`src/rtl/seq_detector.sv`:
```
// Parametrised serial sequence detector with KMP-style fallback and runtime overlap mode.
// Optional saturating match counter is built only when SEQ_DET_COUNT_EN is defined.
module seq_detector #(
  parameter int             N       = 4,
  parameter logic [N-1:0]   PATTERN = 4'b1011,
  parameter int             CNT_W   = 8
) (
  input  logic                       clk,
  input  logic                       reset,
  input  logic                       clk_en,
  input  logic                       x,
  input  logic                       overlap,
  output logic                       match,
  output logic [$clog2(N+1)-1:0]     progress,
  output logic [CNT_W-1:0]           match_cnt
);

  localparam int PW = $clog2(N+1);

  function automatic int calc_border();
    int best;
    best = 0;
    for (int b = 1; b < N; b++) begin
      logic ok;
      ok = 1'b1;
      for (int i = 0; i < b; i++) begin
        if (PATTERN[i] != PATTERN[N-b+i]) ok = 1'b0;
      end
      if (ok) best = b;
    end
    return best;
  endfunction

  localparam int             BORDER   = calc_border();
  localparam logic [PW-1:0]  BORDER_P = PW'(BORDER);
  localparam logic [PW-1:0]  FULL_P   = PW'(N);

  logic [PW-1:0] prog_q, prog_d;
  logic [N-2:0]  hist_q, hist_d;
  logic          match_q, match_d;
  logic [PW-1:0] best;

  // window[0] is the bit being sampled now, window[N-1] the oldest remembered bit
  logic [N-1:0]  window;
  logic [N:1]    pfx_hit;

  assign window = {hist_q, x};

  // pfx_hit[j]: the newest j bits equal the first j pattern bits
  genvar gi;
  generate
    for (gi = 1; gi <= N; gi++) begin : g_pfx
      assign pfx_hit[gi] = (window[gi-1:0] == PATTERN[N-1 -: gi]);
    end
  endgenerate

  always_comb begin
    prog_d  = prog_q;
    hist_d  = hist_q;
    match_d = 1'b0;
    best    = '0;
    if (clk_en) begin
      hist_d = window[N-2:0];
      // Longest prefix ending at this bit, no longer than k+1; covers both advance and fallback
      for (int j = 1; j <= N; j++) begin
        if (pfx_hit[j] && (j <= int'(prog_q) + 1)) best = PW'(j);
      end
      if (best == FULL_P) begin
        match_d = 1'b1;
        prog_d  = overlap ? BORDER_P : '0;
      end else begin
        prog_d  = best;
      end
    end
  end

  always_ff @(posedge clk) begin
    if (reset) begin
      prog_q  <= '0;
      hist_q  <= '0;
      match_q <= 1'b0;
    end else begin
      prog_q  <= prog_d;
      hist_q  <= hist_d;
      match_q <= match_d;
    end
  end

  assign match    = match_q;
  assign progress = prog_q;

`ifdef SEQ_DET_COUNT_EN
  logic [CNT_W-1:0] cnt_q, cnt_d;

  always_comb begin
    cnt_d = cnt_q;
    if (match_d && (cnt_q != {CNT_W{1'b1}})) cnt_d = cnt_q + 1'b1;
  end

  always_ff @(posedge clk) begin
    if (reset) cnt_q <= '0;
    else       cnt_q <= cnt_d;
  end

  assign match_cnt = cnt_q;
`else
  assign match_cnt = '0;
`endif

endmodule

```
`config.mk`:
```
export PLATFORM = sky130hd
export DESIGN_NAME = seq_detector
export DESIGN_NICKNAME = d
export VERILOG_FILES = /design/src/rtl/seq_detector.sv
export SDC_FILE = /design/constraint.sdc
export NUM_CORES = 1
export LEC_CHECK = 0
export CAP_MARGIN = 5
export CORE_AREA = 2 2 39 41
export CTS_CLUSTER_DIAMETER = 200
export DETAILED_ROUTE_END_ITERATION = 7
export DIE_AREA = 0 0 41 43
export GPL_ROUTABILITY_DRIVEN = 0
export PLACE_DENSITY = 0.64
export SLEW_MARGIN = 40
export SYNTH_ARGS = -nofsm -noshare
export SYNTH_HDL_FRONTEND = slang
export SYNTH_SLANG_ARGS = --single-unit
```
`constraint.sdc`:
```
create_clock -name clk -period 3.45 [get_ports clk]
set_input_delay 0.5175 -clock clk [delete_from_list [all_inputs] [get_ports clk]]
set_output_delay 0.5175 -clock clk [all_outputs]
set_load 0.03 [all_outputs]
```
; Word level (Yosys, flattened, before mapping)
; Cells that the tools add are included.
[op_classes]
n_eq_ne = 4
mux = 8
reduce_logical = 5
addsub = 1
order_cmp = 4
bitwise = 1
[ops]
columns = op, count
row1 = $le 3x32->1 const A, 2
row2 = $le 2x32->1 const A, 1
row3 = $mux 3, 5
row4 = $eq 3x3->1 const B, 2
row5 = $add 3x1->4 const B, 1
row6 = $eq 4x4->1 const B, 1
row7 = $le 3x4->1 const A, 1
row8 = $logic_and 1x1->1, 4
row9 = $mux 1, 3
row10 = $eq 2x2->1 const B, 1
row11 = $reduce_or 2->1, 1
row12 = $not 1->1, 1
[totals]
output_inout_bits = 12
regBits = 7
inputBits = 5
elab_cells = 26

; Logic depth before layout (Yosys ltp)
; Gate-level depths: netlist of the first run.
[logic_depth]
ltp_word = 10
mapped_depth = 6
mapped_depth_nobuf = 6

; Least setup slack after synthesis of the first run
; OpenSTA, ideal clock, no wires.
[synth_timing]
path_type = register -> register
start = reg prog_q[1] (netlist: progress[1])
end = reg prog_q[0] (netlist: progress[0])
required_time_ps = 3333
setup_ps = 117
arrival_ps = 1607
path_stages_with_launch = 7
setup_slack_ps = 1726
period_less_slack_ps = 1724
n_path_buf = 0
cell_sequence = dfxtp_1 -> ha_1 -> or2_2 -> o21ai_2 -> or4b_4 -> nor2_1 -> o21ai_1
[synth_between]
elab_chain_len = 10
word_cells_on_any_way = 16
classes_between = 1 x add/sub / 4 x order compare / 1 x eq/ne / 6 x mux / 4 x reduce/logical
[synth_rtl]
columns = element, line_no
row1 = from (decl), 38  ; logic [PW-1:0] prog_q, prog_d;
row2 = from (signal assigned), 83  ; prog_q <= prog_d;
row3 = $add 3x1->4 (*), 66  ; if (pfx_hit[j] && (j <= int'(prog_q) + 1)) best = PW'(j);
row4 = $le 2x32->1, 66
row5 = $logic_and 1x1->1, 66
row6 = $mux 1, 66
row7 = $mux 3 (2 in series), 66
row8 = $mux 3 (*), 66
row9 = $mux 3 (*), 62  ; if (clk_en) begin
row10 = $eq 3x3->1, 68  ; if (best == FULL_P) begin
row11 = $mux 3 (*), 68
; Every way passes the cells marked *; elsewhere a longest branch is shown, timed or not. The select of a mux whose other input is x is not followed.
; A chain may end at the register's enable or synchronous reset.

; Final worst setup path of the first run
[layout_timing]
start = reg prog_q[1] (netlist: progress[1])
end = out progress[1]
[layout_lines]
columns = element, line_no
row1 = to (decl), 14  ; output logic [$clog2(N+1)-1:0] progress,
; No word-level cell between the ends.

==> results.yml, run 1 <==
grt:
  grt_max_degree: 9
  antenna_found_initial: 0
  gr-total-overflow: 0
  first_global_vias: 325
  grt_pass1_wl_mm: 1.30
  track_usage_pct: 11.3
yosys:
  ys_seq_area_share_pct: 30.4
  yosys-top-cells-area: "dfxtp_1, buf_4, ha_1, mux2i_1, nor2_1"
  synth-seq-cells: 7
  netlist_instances: 54
  synth_top_area_share_pct: 30.4
  yosysWarnings: 0
  ys_types: 20
  synth_top_area_cell: "dfxtp_1"
  syn_area_sq_um: 460
  post_synth.cell_area_avg_sq_um: 8.53
cts:
  clk_latency_ns: 0.25
  cts_tree: "yes"
  clkTransAtPathRegs_ns: 0.05
  hold_buffers: 0
  cts-root-buf: "clkbuf_4"
  cts_buffers: 3
  cts_buffer_depth: 2
  cts_max_level: 1
  post_cts_resized: 0
  clkSinkCount: 7
  postCtsSetupRepairBufs: 0
setup_path:
  startpoint_type: "register"
  crit_fanout: 8
  critPathRequiredTime_ns: 2.93
  path_class: "register to primary output"
  r2r-start: "progress[1]$_SDFFE_PP0P_"
  cp_top_family: "buffers and inverters"
  path_cells: "clkdlybuf4s50_1"
  critPathCaptureType: "primary output"
  slowest_delay_ns: 0.71
  cp.arrival_ns: 1.41
  regToRegEndpoint: "progress[0]$_SDFFE_PP0P_"
  r2r_setup_slack_ns: 1.86
  crit_slowest_cell: "clkdlybuf4s50_1"
  r2r_cells: 6
  critPathBufInv: 1
sta:
  max_freq_ghz: 0.520
  slew_viol_final: 0
  finalSetupTns_ns: 0
  clock_skew_ns: 0.00226
  fin_crit_ns: 1.92
  setup_violations: 0
  report.final.hold_viol_count: 0
  fin_hold_ws_ns: 0.504
  rsz0062_at_grt: "false"
  post-route-period-util_pct: 55.8
pwr:
  total_power_mw: 0.188
  power_leakage_nw: 0.223
  irDropWorstVdd_mv: 0.177
  powerDensity_nw_per_um2: 345
worst_hold_path:
  holdPathEnd: "progress[2]$_SDFFE_PP0P_"
  holdPathStages: 1
  hp-start: "progress[2]$_SDFFE_PP0P_"
  worst_hold_path_type: "register to register"
finish:
  seq_area_sq_um: 140
  n_antenna_cell: 0
  area_growth_pct: 18.5
  design_area_sq_um: 546
  fillers: 155
  layout_common_cells: "conb_1, clkdlybuf4s50_1, dfxtp_1"
  drive_above_1_share_pct: 10.9
  layout.cells.non_filler: 80
  multi_input_area_sq_um: 264
  nNetsFinal: 74
floorplan:
  die_h_microns: 43
  io_pins: 17
  coreArea_sq_um: 1380
  start_util_pct: 33.3
  floorplan.rows: 14
  fp.dieW_microns: 41
  die-area_sq_um: 1760
flow_run:
  max_cap_violations: 0
detailed_routing:
  vias: 349
  drc: 0
  routedWlPerCell_microns: 9.03
  ant_nets: 0
  drt-pass1-iter-count: 2
  wl_microns: 722
  drt-initial-drc-count: 2
  via_per_inst: 4.36
placed_design:
  hpwl_microns: 576
  port_buffers: 8
  dpl_cell_area_sq_um: 519
  place_inst: 76
run_status:
  run_status: "finished, final reports clean"
-- metrics by stage --
| stage | worst slack, ns | util, % |
|---|---|---|
| 5_1_grt | 1.46 | 39.4 |
| 6_report | 1.53 | 39.4 |
| 2_1_floorplan | 1.73 | - |
| 3_3_place_gp | 1.54 | 37.5 |
| 3_5_place_dp | 1.53 | 37.5 |
| 4_1_cts | 1.51 | 39.4 |
-- worst register-to-register path, stage by stage (launching register included) --
cell	delay [ns]
dfxtp_1	0.44
ha_1	0.20
or2_2	0.12
o21ai_2	0.06
or4b_4	0.49
nor2_1	0.11
o21ai_1	0.06
-- metal layers --
| metal | wire [microns] | vias to the layer above | GRT usage (%) |
|---|---|---|---|
| met5 | 0 | - | 0 |
| met4 | 29 | 0 | 12.0 |
| met3 | 41 | 4 | 1.57 |
| met2 | 346 | 12 | 15.6 |
| met1 | 305 | 152 | 13.3 |
| li1 | - | 181 | - |
-- power by group --
| group | switching, mW | total (mW) | internal, mW | leakage [nW] |
|---|---|---|---|---|
| Clock | 0.0287 | 0.0727 | 0.0440 | 0.0150 |
| Sequential | 0.00273 | 0.0859 | 0.0831 | 0.0569 |
| Combinational | 0.0199 | 0.0295 | 0.00963 | 0.151 |
| Total | 0.0513 | 0.188 | 0.137 | 0.223 |
-- layout make-up --
class	instances	share of cell area, %
Clock buffer	4	4.82
Timing Repair Buffer	8	14.7
Tap cell	16	3.67
Sequential cell	7	25.7
Inverter	4	2.75
Multi-Input combinational cell	41	48.4
-- cell usage after synthesis --
| cell | count |
|---|---|
| a211oi_1 | 1 |
| a21oi_1 | 2 |
| and2_1 | 2 |
| buf_4 | 9 |
| conb_1 | 1 |
| dfxtp_1 | 7 |
| ha_1 | 4 |
| inv_1 | 4 |
| mux2i_1 | 3 |
| nand2_1 | 4 |
| nand2b_1 | 2 |
| nand4b_1 | 1 |
| nor2_1 | 6 |
| nor3b_2 | 1 |
| o2111ai_1 | 1 |
| o21ai_0 | 2 |
| o21ai_1 | 1 |
| o21ai_2 | 1 |
| or2_2 | 1 |
| or4b_4 | 1 |
-- flip-flops by register name, indices dropped and copies added, names as in the netlist --
| name | count |
|---|---|
| match | 1 |
| progress | 3 |
| hist_q | 3 |
-- cell families after synthesis --
family / count (synthesis) / share of synthesized area, %
compound gates: 8 / 10.9
fa+ha+maj: 4 / 10.9
buf+inv: 13 / 17.9
other cells: 1 / 0.814
simple gates: 18 / 22.6
mux: 3 / 6.52
flops: 7 / 30.4
-- worst max-delay path by stage --
stage                                   from                        to  slack [ns]  depth (start not counted)
floorplan           progress[1]$_SDFFE_PP0P_  progress[0]$_SDFFE_PP0P_        1.73                          6
global placement                           x  progress[0]$_SDFFE_PP0P_        1.54                          5
detailed placement                         x  progress[0]$_SDFFE_PP0P_        1.53                          5
CTS                 progress[1]$_SDFFE_PP0P_               progress[1]        1.51                          1
global route        progress[0]$_SDFFE_PP0P_               progress[0]        1.46                          1
finish              progress[1]$_SDFFE_PP0P_               progress[1]        1.53                          1
(Power assumes the default switching activity.)
==> run 2, diff against run 1 <==
clock period = 2 ns   (was 3.45 ns; I/O delays follow)
==> run 2 against run 1 <==
Against the previous run: sequential cell count stayed put; first-iteration DRC count fell by 50%; clock power is 79% higher; sequential power grew 72%; clock-buffer cell count did not move; die area is the same; critical path depth did not move; core utilization unchanged; non-clock buffer count did not move; via count increased by 0.86%; global-route usage fell by 1.3 points; critical endpoint unchanged.
==> results.yml, run 2 (synthesis gave the netlist of run 1 again) <==
run_status:
  run_status: "finished, final reports clean"
setup_path:
  r2r-start: "progress[1]$_SDFFE_PP0P_"
  slowest_delay_ns: 0.72
  critPathBufInv: 1
  critPathCaptureType: "primary output"
  path_class: "register to primary output"
  crit_start: "progress[1]$_SDFFE_PP0P_"
  crit_fanout: 8
  path_cells: "clkdlybuf4s50_1"
  cp_top_family: "buffers and inverters"
  cp.arrival_ns: 1.42
  crit_slowest_cell: "clkdlybuf4s50_1"
  startpoint_type: "register"
  critPathRequiredTime_ns: 1.70
sta:
  fin_ws_ns: 0.279
  max_freq_ghz: 0.581
  finalSetupTns_ns: 0
  setup_violations: 0
  clock_skew_ns: 0.00125
  rsz0062_at_grt: "false"
  report.final.hold_viol_count: 0
  slew_viol_final: 0
  post-route-period-util_pct: 86.1
  fin_crit_ns: 1.72
  fin_hold_ws_ns: 0.493
pwr:
  powerDensity_nw_per_um2: 602
  switchingPower_mw: 0.0922
  swShare_pct: 28.1
  power_frac_comb_pct: 15.5
  p_seq_share_pct: 45.0
  irDropWorstVdd_mv: 0.303
  p_clk_share_pct: 39.5
  power_leakage_nw: 0.223
  p_int_mw: 0.236
detailed_routing:
  drt-initial-drc-count: 1
  ant_nets: 0
  vias: 352
  drc: 0
  routedWlPerCell_microns: 9.01
  drt-pass1-iter-count: 2
  via_per_inst: 4.40
  wl_microns: 721
worst_hold_path:
  hp-start: "hist_q[2]$_SDFFE_PP0P_"
  worst_hold_path_type: "register to register"
cts:
  clkSinkCount: 7
  post_cts_resized: 0
  cts_max_level: 1
  cts_tree: "yes"
  cts_buffer_depth: 2
  postCtsSetupRepairBufs: 0
  cts-root-buf: "clkbuf_4"
  clkTransAtPathRegs_ns: 0.05
  clk_latency_ns: 0.25
  hold_buffers: 0
  cts_buffers: 3
grt:
  antenna_found_initial: 0
  first_global_vias: 306
  grt_pass1_wl_mm: 1.21
  gr-total-overflow: 0
  grt_max_degree: 9
  track_usage_pct: 9.98
placed_design:
  dpl_worst_slack_ns: 0.305
  hpwl_microns: 575
  port_buffers: 8
floorplan:
  coreArea_sq_um: 1380
  start_util_pct: 33.3
  fp.dieW_microns: 41
  io_pins: 17
  die-area_sq_um: 1760
  die_h_microns: 43
  floorplan.rows: 14
finish:
  drive_above_1_share_pct: 10.9
  area_growth_pct: 18.5
  nNetsFinal: 74
  n_antenna_cell: 0
  layout_common_cells: "conb_1, clkdlybuf4s50_1, dfxtp_1"
  fillers: 149
flow_run:
  max_cap_violations: 0
run 2: cell counts in the layout (fill, tap and decap cells not counted):
No cell type changed its count.
run 2: power by group through the flow:
stage	logic (mW)	clock network (mW)	registers [mW]
3_5_place_dp	0.0511	0	0.151
3_3_place_gp	0.0503	0	0.151
6_report	0.0509	0.130	0.148
2_1_floorplan	0.0466	0	0.152
4_1_cts	0.0510	0.135	0.148
5_1_grt	0.0562	0.139	0.149
run 2: through the flow:
step                      total power [mW]  cells  area [sq um]  utilization [%]
final                                0.328     80           546             39.4
after CTS                            0.334     80           546             39.4
after detailed placement             0.202     76           519             37.5
after global placement               0.201     76           519             37.5
after floorplan                      0.199     61           487                -
after global routing                 0.344     80           546             39.4
run 2: area by class of cell:
| class | instances | area, sq um | area share [%] |
|---|---|---|---|
| tap | 16 | 20.0 | 3.67 |
| sequential | 7 | 140 | 25.7 |
| clock buffer | 4 | 26.3 | 4.82 |
| inverter | 4 | 15.0 | 2.75 |
| multi-input combinational | 41 | 264 | 48.4 |
| timing repair buffer | 8 | 80.1 | 14.7 |
run 2: tightest hold or removal path, cell delays in order (launching register included):
cell     delay (ns)
dfxtp_1        0.32
mux2i_1        0.06
nor2_1         0.07
run 2: final timing paths:
| path | end | slack [ns] | cells past startpoint |
|---|---|---|---|
| setup reg to reg | progress[0]$_SDFFE_PP0P_ | 0.38 | 6 |
| hold / removal | hist_q[2]$_SDFFE_PP0P_ | 0.49 | 2 |
| hold reg to reg | hist_q[2]$_SDFFE_PP0P_ | 0.49 | 2 |
| setup / recovery | progress[1] | 0.28 | 1 |
run 2: per-layer routing:
metal | global-route usage, % | wire length [microns]
met1 | 13.0 | 342
met2 | 13.8 | 326
met3 | 1.57 | 36
met4 | 8.00 | 15
met5 | 0 | 0
==> run 3, diff against run 2 <==
CTS_CLUSTER_SIZE = 20   (was default)
==> results of run 3 <==
Same layout as run 2: the final DEF is identical, and so are final timing and power.
